===== config.mk =====
export PLATFORM = sky130hd
export DESIGN_NAME = arbitro_eventos
export DESIGN_NICKNAME = d
export VERILOG_FILES = /design/src/rtl/arbitro_eventos.sv
export SDC_FILE = /design/constraint.sdc
export NUM_CORES = 1
export LEC_CHECK = 0
export BUFFER_PORTS_ARGS = -buffer_cell sky130_fd_sc_hd__buf_2
export CAP_MARGIN = 5
export CELL_PAD_IN_SITES_DETAIL_PLACEMENT = 0
export CELL_PAD_IN_SITES_GLOBAL_PLACEMENT = 1
export CORE_AREA = 2 2 101 54
export CTS_BUF_LIST = sky130_fd_sc_hd__clkbuf_8
export CTS_CLUSTER_DIAMETER = 30
export DETAILED_ROUTE_END_ITERATION = 6
export DIE_AREA = 0 0 103 56
export GPL_TIMING_DRIVEN = 0
export MAX_ROUTING_LAYER = met4
export PLACE_DENSITY_LB_ADDON = 0.1
export SLEW_MARGIN = 20
export SYNTH_ARGS = -nofsm -noshare
export SYNTH_HDL_FRONTEND = slang
export SYNTH_SLANG_ARGS = --single-unit
export TNS_END_PERCENT = 10

===== constraint.sdc =====
create_clock -name clk -period 3.06 [get_ports clk]
set_input_delay 0.153 -clock clk [delete_from_list [all_inputs] [get_ports clk]]
set_output_delay 0.153 -clock clk [all_outputs]
set_load 0.05 [all_outputs]

===== src/rtl/arbitro_eventos.sv =====
// arbitro_eventos: serializes falling edges of five debounced lines into one prioritized event stream
// Ports:
//   clk, reset        clock, asynchronous active-high reset
//   ev_in[4:0]        debounced levels (0 test, 1 medicina, 2 energia, 3 ultrasonido, 4 fotocelda)
//   ev_ready          consumer accepts the offered event
//   ev_valid/ev_code  offered event and its source index
//   pendientes        pending-request vector
//   perdidos          saturating count of coalesced edges
//   busy              cooldown in progress
module arbitro_eventos #(
    parameter int COOLDOWN = 50000,
    parameter int CNT_W    = 16
) (
    input  logic       clk,
    input  logic       reset,
    input  logic [4:0] ev_in,
    input  logic       ev_ready,
    output logic       ev_valid,
    output logic [2:0] ev_code,
    output logic [4:0] pendientes,
    output logic [7:0] perdidos,
    output logic       busy
);
    typedef enum logic [1:0] {IDLE, OFFER, COOL} state_t;
    state_t           state_q, state_d;
    logic [4:0]       prev_q, pend_q, pend_d, fall, clr, lost;
    logic [7:0]       perd_q, perd_d;
    logic [2:0]       code_q, code_d, first, lost_n;
    logic             valid_q, valid_d, hs;
    logic [CNT_W-1:0] cnt_q, cnt_d;
    logic [8:0]       sum;

    assign fall   = prev_q & ~ev_in;
    assign hs     = state_q == OFFER && ev_ready;
    assign clr    = hs ? 5'b1 << code_q : 5'b0;
    // a new edge on the bit being granted re-arms it instead of counting as lost
    assign lost   = fall & pend_q & ~clr;
    assign lost_n = 3'(lost[0]) + 3'(lost[1]) + 3'(lost[2]) + 3'(lost[3]) + 3'(lost[4]);
    assign sum    = {1'b0, perd_q} + {6'b0, lost_n};
    assign perd_d = sum[8] ? 8'hff : sum[7:0];
    assign pend_d = (pend_q & ~clr) | fall;
    assign first  = pend_q[0] ? 3'd0 : pend_q[1] ? 3'd1 : pend_q[2] ? 3'd2 : pend_q[3] ? 3'd3 : 3'd4;

    always_comb begin
        state_d = state_q;
        code_d  = code_q;
        valid_d = valid_q;
        cnt_d   = cnt_q;
        case (state_q)
            IDLE: if (|pend_q) begin
                state_d = OFFER;
                code_d  = first;
                valid_d = 1'b1;
            end
            OFFER: if (ev_ready) begin
                valid_d = 1'b0;
                state_d = COOLDOWN == 0 ? IDLE : COOL;
                cnt_d   = CNT_W'(COOLDOWN - 1);
            end
            default: if (cnt_q == '0) state_d = IDLE;
                     else cnt_d = cnt_q - CNT_W'(1);
        endcase
    end

    always_ff @(posedge clk or posedge reset) begin
        if (reset) begin
            state_q <= IDLE;
            prev_q  <= '0;
            pend_q  <= '0;
            perd_q  <= '0;
            code_q  <= '0;
            valid_q <= 1'b0;
            cnt_q   <= '0;
        end else begin
            state_q <= state_d;
            prev_q  <= ev_in;
            pend_q  <= pend_d;
            perd_q  <= perd_d;
            code_q  <= code_d;
            valid_q <= valid_d;
            cnt_q   <= cnt_d;
        end
    end

    assign ev_valid   = valid_q;
    assign ev_code    = code_q;
    assign pendientes = pend_q;
    assign perdidos   = perd_q;
    assign busy       = state_q == COOL;
endmodule


# Word level (Yosys, flattened, before mapping)
# Cells that the tools add are included.
[op_classes]
n_bitwise = 8
n_eq_ne = 5
n_mux = 16
n_reduce_logical = 10
addsub = 6
n_shift = 1
[op_table]
columns = ["op", "n"]
rows = [
  ["16-bit 2-to-1 mux", 2],
  ["16-bit case mux with 2 select lines", 1],
  ["5-bit AND", 4],
  ["16-bit zero test", 1],
  ["16-bit by 1-bit subtractor with 16-bit output, second input constant", 1],
  ["3-bit 2-to-1 mux", 4],
  ["5-bit NOT", 2],
  ["8-bit by 3-bit adder with 9-bit output", 1],
  ["3-bit AND reduction", 3],
  ["8-bit 2-to-1 mux", 1],
  ["3-bit by 1-bit adder with 3-bit output", 2],
  ["2-bit 2-to-1 mux", 3],
  ["2-bit != test, second input constant", 3],
  ["5-bit 2-to-1 mux", 1],
  ["5-bit OR", 1],
  ["5-bit OR reduction", 1],
  ["1-bit by 3-bit left shift with 5-bit output, first input constant", 1],
  ["2-bit case mux with 2 select lines", 1],
  ["2-bit by 1-bit adder with 3-bit output", 1],
  ["3-bit nonzero test", 1],
  ["1-bit by 1-bit adder with 2-bit output", 1],
  ["2-bit by 1-bit equality test with 1-bit output, second input constant", 1],
  ["2-bit equality test, second input constant", 1],
  ["2-bit zero test", 1],
  ["6 further kinds", 7],
]
[totals]
inputBits = 8
ff_bits = 40
output_inout_bits = 18

# Longest topological paths before layout
[logic_depth]
word_depth = 11
ltp_mapped = 11
ltp_nobuf = 11

# Worst setup path before layout
# Ideal clock, no wire load.
[synth_timing]
path_kind = "register to register"
startpoint = "register code_q[1] (netlist: ev_code[1])"
endpoint = "register perd_q[7] (netlist: perdidos[7])"
stages_incl_launch_ff = 11
t_arrival_ps = 3392
setup_ps = 125
setup_slack_ps = -457
path_cell_list = "dfrtp_1 inv_1 o41ai_1 nor2_1 fa_1 fa_1 ha_1 fa_1 a21oi_1 nand2_1 mux2_2"
[synth_via]
elab_chain_cells = 10
[synth_rtl]
columns = ["element", "line_no", "text"]
rows = [
  ["start: declaration", "28", "logic [2:0] code_q, code_d, first, lost_n;"],
  ["start signal: assignment", "79", "code_q <= code_d;"],
  ["1-bit by 3-bit left shift with 5-bit output (*)", "35", "assign clr = hs ? 5'b1 << code_q : 5'b0;"],
  ["5-bit 2-to-1 mux (*)", "35", ""],
  ["5-bit NOT (*)", "37", "assign lost = fall & pend_q & ~clr;"],
  ["5-bit AND (*)", "37", ""],
  ["1-bit by 1-bit adder with 2-bit output", "38", "assign lost_n = 3'(lost[0]) + 3'(lost[1]) + 3'(lost[2]) + 3'(lost[3]) + 3'(lost[4]);"],
  ["2-bit by 1-bit adder with 3-bit output", "38", ""],
  ["3-bit by 1-bit adder with 3-bit output", "38", ""],
  ["3-bit by 1-bit adder with 3-bit output (*)", "38", ""],
  ["8-bit by 3-bit adder with 9-bit output (*)", "39", "assign sum = {1'b0, perd_q} + {6'b0, lost_n};"],
  ["8-bit 2-to-1 mux (*)", "40", "assign perd_d = sum[8] ? 8'hff : sum[7:0];"],
  ["net perd_d[7]", "27", "logic [7:0] perd_q, perd_d;"],
  ["end signal: assignment", "78", "perd_q <= perd_d;"],
  ["end: declaration", "27", ""],
]
# The timed path passes the listed nets; every way through them passes the cells marked *.
# A chain may end at the register's enable or synchronous reset.

# Worst setup path after layout
[layout_timing]
startpoint = "register state_q[1]"
endpoint = "register perd_q[7] (netlist: perdidos[7])"
[layout_via]
elab_chain_cells = 11
[layout_rtl]
columns = ["element", "line_no", "text"]
rows = [
  ["start: declaration", "25", "state_t state_q, state_d;"],
  ["start signal: assignment", "75", "state_q <= state_d;"],
  ["2-bit by 1-bit equality test with 1-bit output (*)", "34", "assign hs = state_q == OFFER && ev_ready;"],
  ["1-bit logical AND (*)", "34", ""],
  ["5-bit 2-to-1 mux (*)", "35", ""],
  ["5-bit NOT (*)", "37", ""],
  ["5-bit AND (*)", "37", ""],
  ["1-bit by 1-bit adder with 2-bit output", "38", ""],
  ["2-bit by 1-bit adder with 3-bit output", "38", ""],
  ["3-bit by 1-bit adder with 3-bit output", "38", ""],
  ["3-bit by 1-bit adder with 3-bit output (*)", "38", ""],
  ["8-bit by 3-bit adder with 9-bit output (*)", "39", ""],
  ["8-bit 2-to-1 mux (*)", "40", ""],
  ["net perd_d[7]", "27", ""],
]
# Marked as above.

==> results.md <==
* finished, violations left — status
* setup timing — failing checks
* 0 — DR DRC count
* 26 — number of I/O pins
* 4 — worst hold path stage count
* 0 — Pins Over Slew Limit
* 2030 um — metal1 wirelength
* 300 ps — later-pin clock latency in the skew report
* 0 — antenna violations before repair
* 103 um — horizontal die dimension
* 3030 um — placed wire-length estimate after detailed placement
* 25.3% — ratio of cells with drive above 1 in the final layout
* 7370 um — first-pass GRT wire length
* 5 — number of buffers inserted during clock tree synthesis
* 5.18 — number of vias per cell
* state_q[0] — hold endpoint
* flip-flop — category of the worst setup path capture point
* 3300 ps — clock period minus final worst setup slack
* 11 — length in cells of the worst reg-to-reg path
* 100% — FFs w/ async S/R, synth
* 139 um — met3 wire len
* sky130_fd_sc_hd__fa_1 — Crit path top cell by count
* 0.739 — global placer's final weighted congestion
* 2 — # H-tree levels
* in2reg — type of the tightest min-delay check
* 108% — part of the cycle the worst path needs
* met4 — highest signal layer in the routed design
* 25 — Port Buffers
* 1,590 — routed vias
* 3250 ps — required time worst endpoint
* nand3b_1 > buf_4 > o41ai_4 > nor2_1 > fa_1 > fa_1 > ha_4 > fa_2 > a21oi_4 > nand2_1 > mux2_4 — ordered list of cells on the worst path
* true — RSZ-0062 raised after global routing
* yes — CTS tree
* 303 MHz — top achievable clock speed
* 3 — maximum fanout count along the critical path
* 26.2% — Synth-to-Final Area Change
* 2510 um^2 — final design area excluding fillers
* 1.06 nW — static power due to leakage
* 2 — number of buffers on the longest clock path
* 8 — final-report setup violation count
* 0 — gr ovfl total
* 52.2% — final design utilization
* sky130_fd_sc_hd__fa_1 — Crit-path slowest cell
* 50.2% — sequential fraction of the synthesis area
* 1,612 — vias in the first global route
* 0 — remaining antenna violation count after routing
* 1.65 mW — total power
* 40 — number of flip-flops and latches in the synthesized netlist
* 18 — site row count
* 4 — first drt pass iteration count
* 526 ps — worst slew pin tran
* 10.3 um^2 — mean post-synth cell area
* 64.7% — relative slew slack
* 656 nW/um^2 — cell area power density
* -239 ps — setup slack after layout
* 9.89 ps — Setup Skew
* 0 — final antenna diode count
* 90 ps — clock slew at reported path FFs
* 0 — EDFF count, synth
* 2260 um^2 — Post-Place Cell Area
* 252 — number of nets in the layout
* -1750 ps — sum of negative setup slack
* 571 uV — highest ir drop seen on vdd
* 209 — Post-Syn Nets
* 520 ps — largest stage delay on the critical path
* flip-flop — nature of the critical path startpoint
* 3490 ps — Worst Path Arrival
* 13.9 um — average routed wire per standard cell
* 16.8% — overall routing resource usage
* 56 um — y dimension of the die
* 37 — Starting DRT DRC Count
* reg2reg — type of the setup path with the least slack
* 24 — maximum number of pins on one net before global-route repair
* 0 — count of final hold-check violations
* 193 — Syn Inst Count
* 41.4% — Starting Density
* 2100 um — metal2 WL
* sky130_fd_sc_hd__clkbuf_8 — CTS Root Buffer Type
* ev_ready — startpoint of the most critical hold path
* 0 — Maximum Capacitance Violations
* 4820 um^2 — Core Footprint
* sky130_fd_sc_hd__dfrtp_1 — primary flip-flop cell chosen by synthesis mapping
* -664 ps — DP Worst Slack
* state_q[1] — worst reg2reg startpoint
* 0 — Synthesis Warnings
* 44 — distinct cell type count after synthesis
* 5770 um^2 — die area
* 4270 um — wirelength, routed
* -240 ps — setup slack of the worst register-to-register path
* 40 — CTS sink count
* perdidos[7] — R2R Path End
* 1990 um^2 — Cell Area, Synth
==> metal layers <==
layer / track usage (%) / up-vias
li1: - / 788
met1: 20.0 / 782
met2: 28.5 / 18
met3: 4.90 / 2
met4: 3.38 / 0
met5: - / -
==> stage by stage <==
step                      hold slack [ps]  cells
after floorplan                       184    193
after global placement                271    288
after detailed placement              201    289
after CTS                             186    307
after global routing                  217    307
final                                 192    307
==> report_power, final <==
group / leakage (nW) / internal (mW) / switching (mW)
clock: 0.0548 / 0.246 / 0.205
combinational: 0.546 / 0.194 / 0.363
sequential: 0.455 / 0.588 / 0.0556
total: 1.06 / 1.03 / 0.623
==> worst max-delay path by stage <==
stage	end	cells after the start	startpoint	slack, ps
finish	perdidos[7]	11	state_q[1]	-240
global route	perdidos[7]	11	state_q[1]	-380
CTS	perdidos[7]	10	state_q[1]	-280
detailed placement	perdidos[3]	11	state_q[1]	-660
global placement	perdidos[1]	11	state_q[1]	-630
floorplan	perdidos[7]	10	state_q[1]	-190
==> final cells by class <==
cell class / count / area, um^2
buffer: 6 / 26.3
tap: 70 / 87.6
clock buffer: 5 / 68.8
inverter: 8 / 30.0
multi-input combinational: 139 / 1010
sequential: 40 / 1010
fill: 455 / 2300
clock inverter: 3 / 46.3
timing repair buffer: 36 / 243
==> cell usage after synthesis, drive strengths merged, types with 3 or more instances <==
master  number  area share (%)
nand2b       7             2.2
o21ai        9             2.3
and3         3            0.94
clkbuf       6             1.3
fa           3             3.0
nor4         4             1.3
o41ai        4             2.1
dfrtp       40              50
a21oi        9             2.3
ha           5             3.1
nor3         5             1.3
nand2       21             4.0
nand3        5             1.3
or4          5             2.1
mux2i        6             3.0
o31ai        3             1.1
inv          8             1.5
or3          6             1.9
nor2        14             2.6
==> layout by cell type (no fill, tap or decap), types with 6 or more instances in the layout <==
| cell | count |
|---|---|
| sky130_fd_sc_hd__a21oi_1 | 7 |
| sky130_fd_sc_hd__nand2b_1 | 7 |
| sky130_fd_sc_hd__nand2_1 | 21 |
| sky130_fd_sc_hd__mux2i_1 | 6 |
| sky130_fd_sc_hd__nor2_1 | 14 |
| sky130_fd_sc_hd__buf_2 | 25 |
| sky130_fd_sc_hd__dlygate4sd3_1 | 6 |
| sky130_fd_sc_hd__inv_1 | 7 |
| sky130_fd_sc_hd__or3_1 | 6 |
| sky130_fd_sc_hd__o21ai_0 | 9 |
| sky130_fd_sc_hd__dfrtp_1 | 36 |
==> critical path: cells and delay by family, from the launching register on <==
family                   cells  cell delay (ps)
buffers and inverters        1              180
multiplexers                 1              250
AND/OR/NAND/NOR              3              390
flip-flops                   1              410
AO/OA/AOI/OAI                2              380
adder cells (fa/ha/maj)      4             1580
==> timing repair <==
| action | in CTS | in global routing |
|---|---|---|
| pin swaps | 3 | 1 |
| endpoints found under the hold margin | 22 | 0 |
| hold buffers | 6 | 0 |
| setup buffers | 4 | 0 |
| gates resized for setup | 5 | 4 |
| endpoints found under the setup margin | 8 | 8 |
==> registers in the layout, summed over array words and instances, names as in the netlist <==
register    count
pendientes      5
perdidos        8
prev_q          5
ev_valid        1
state_q         2
ev_code         3
cnt_q          16
==> cell families after synthesis <==
kind of cell / Yosys count / share of synthesized area [%]
DFF: 40 / 50.2
muxes: 8 / 4.14
buffers and inverters: 14 / 2.76
xor gates and xnor gates: 4 / 1.76
and+or+nand+nor: 79 / 21.1
adders and majority gates: 8 / 6.15
AOI/OAI and AO/OA: 40 / 13.9
No activity file was read; power rests on OpenSTA's default activity.
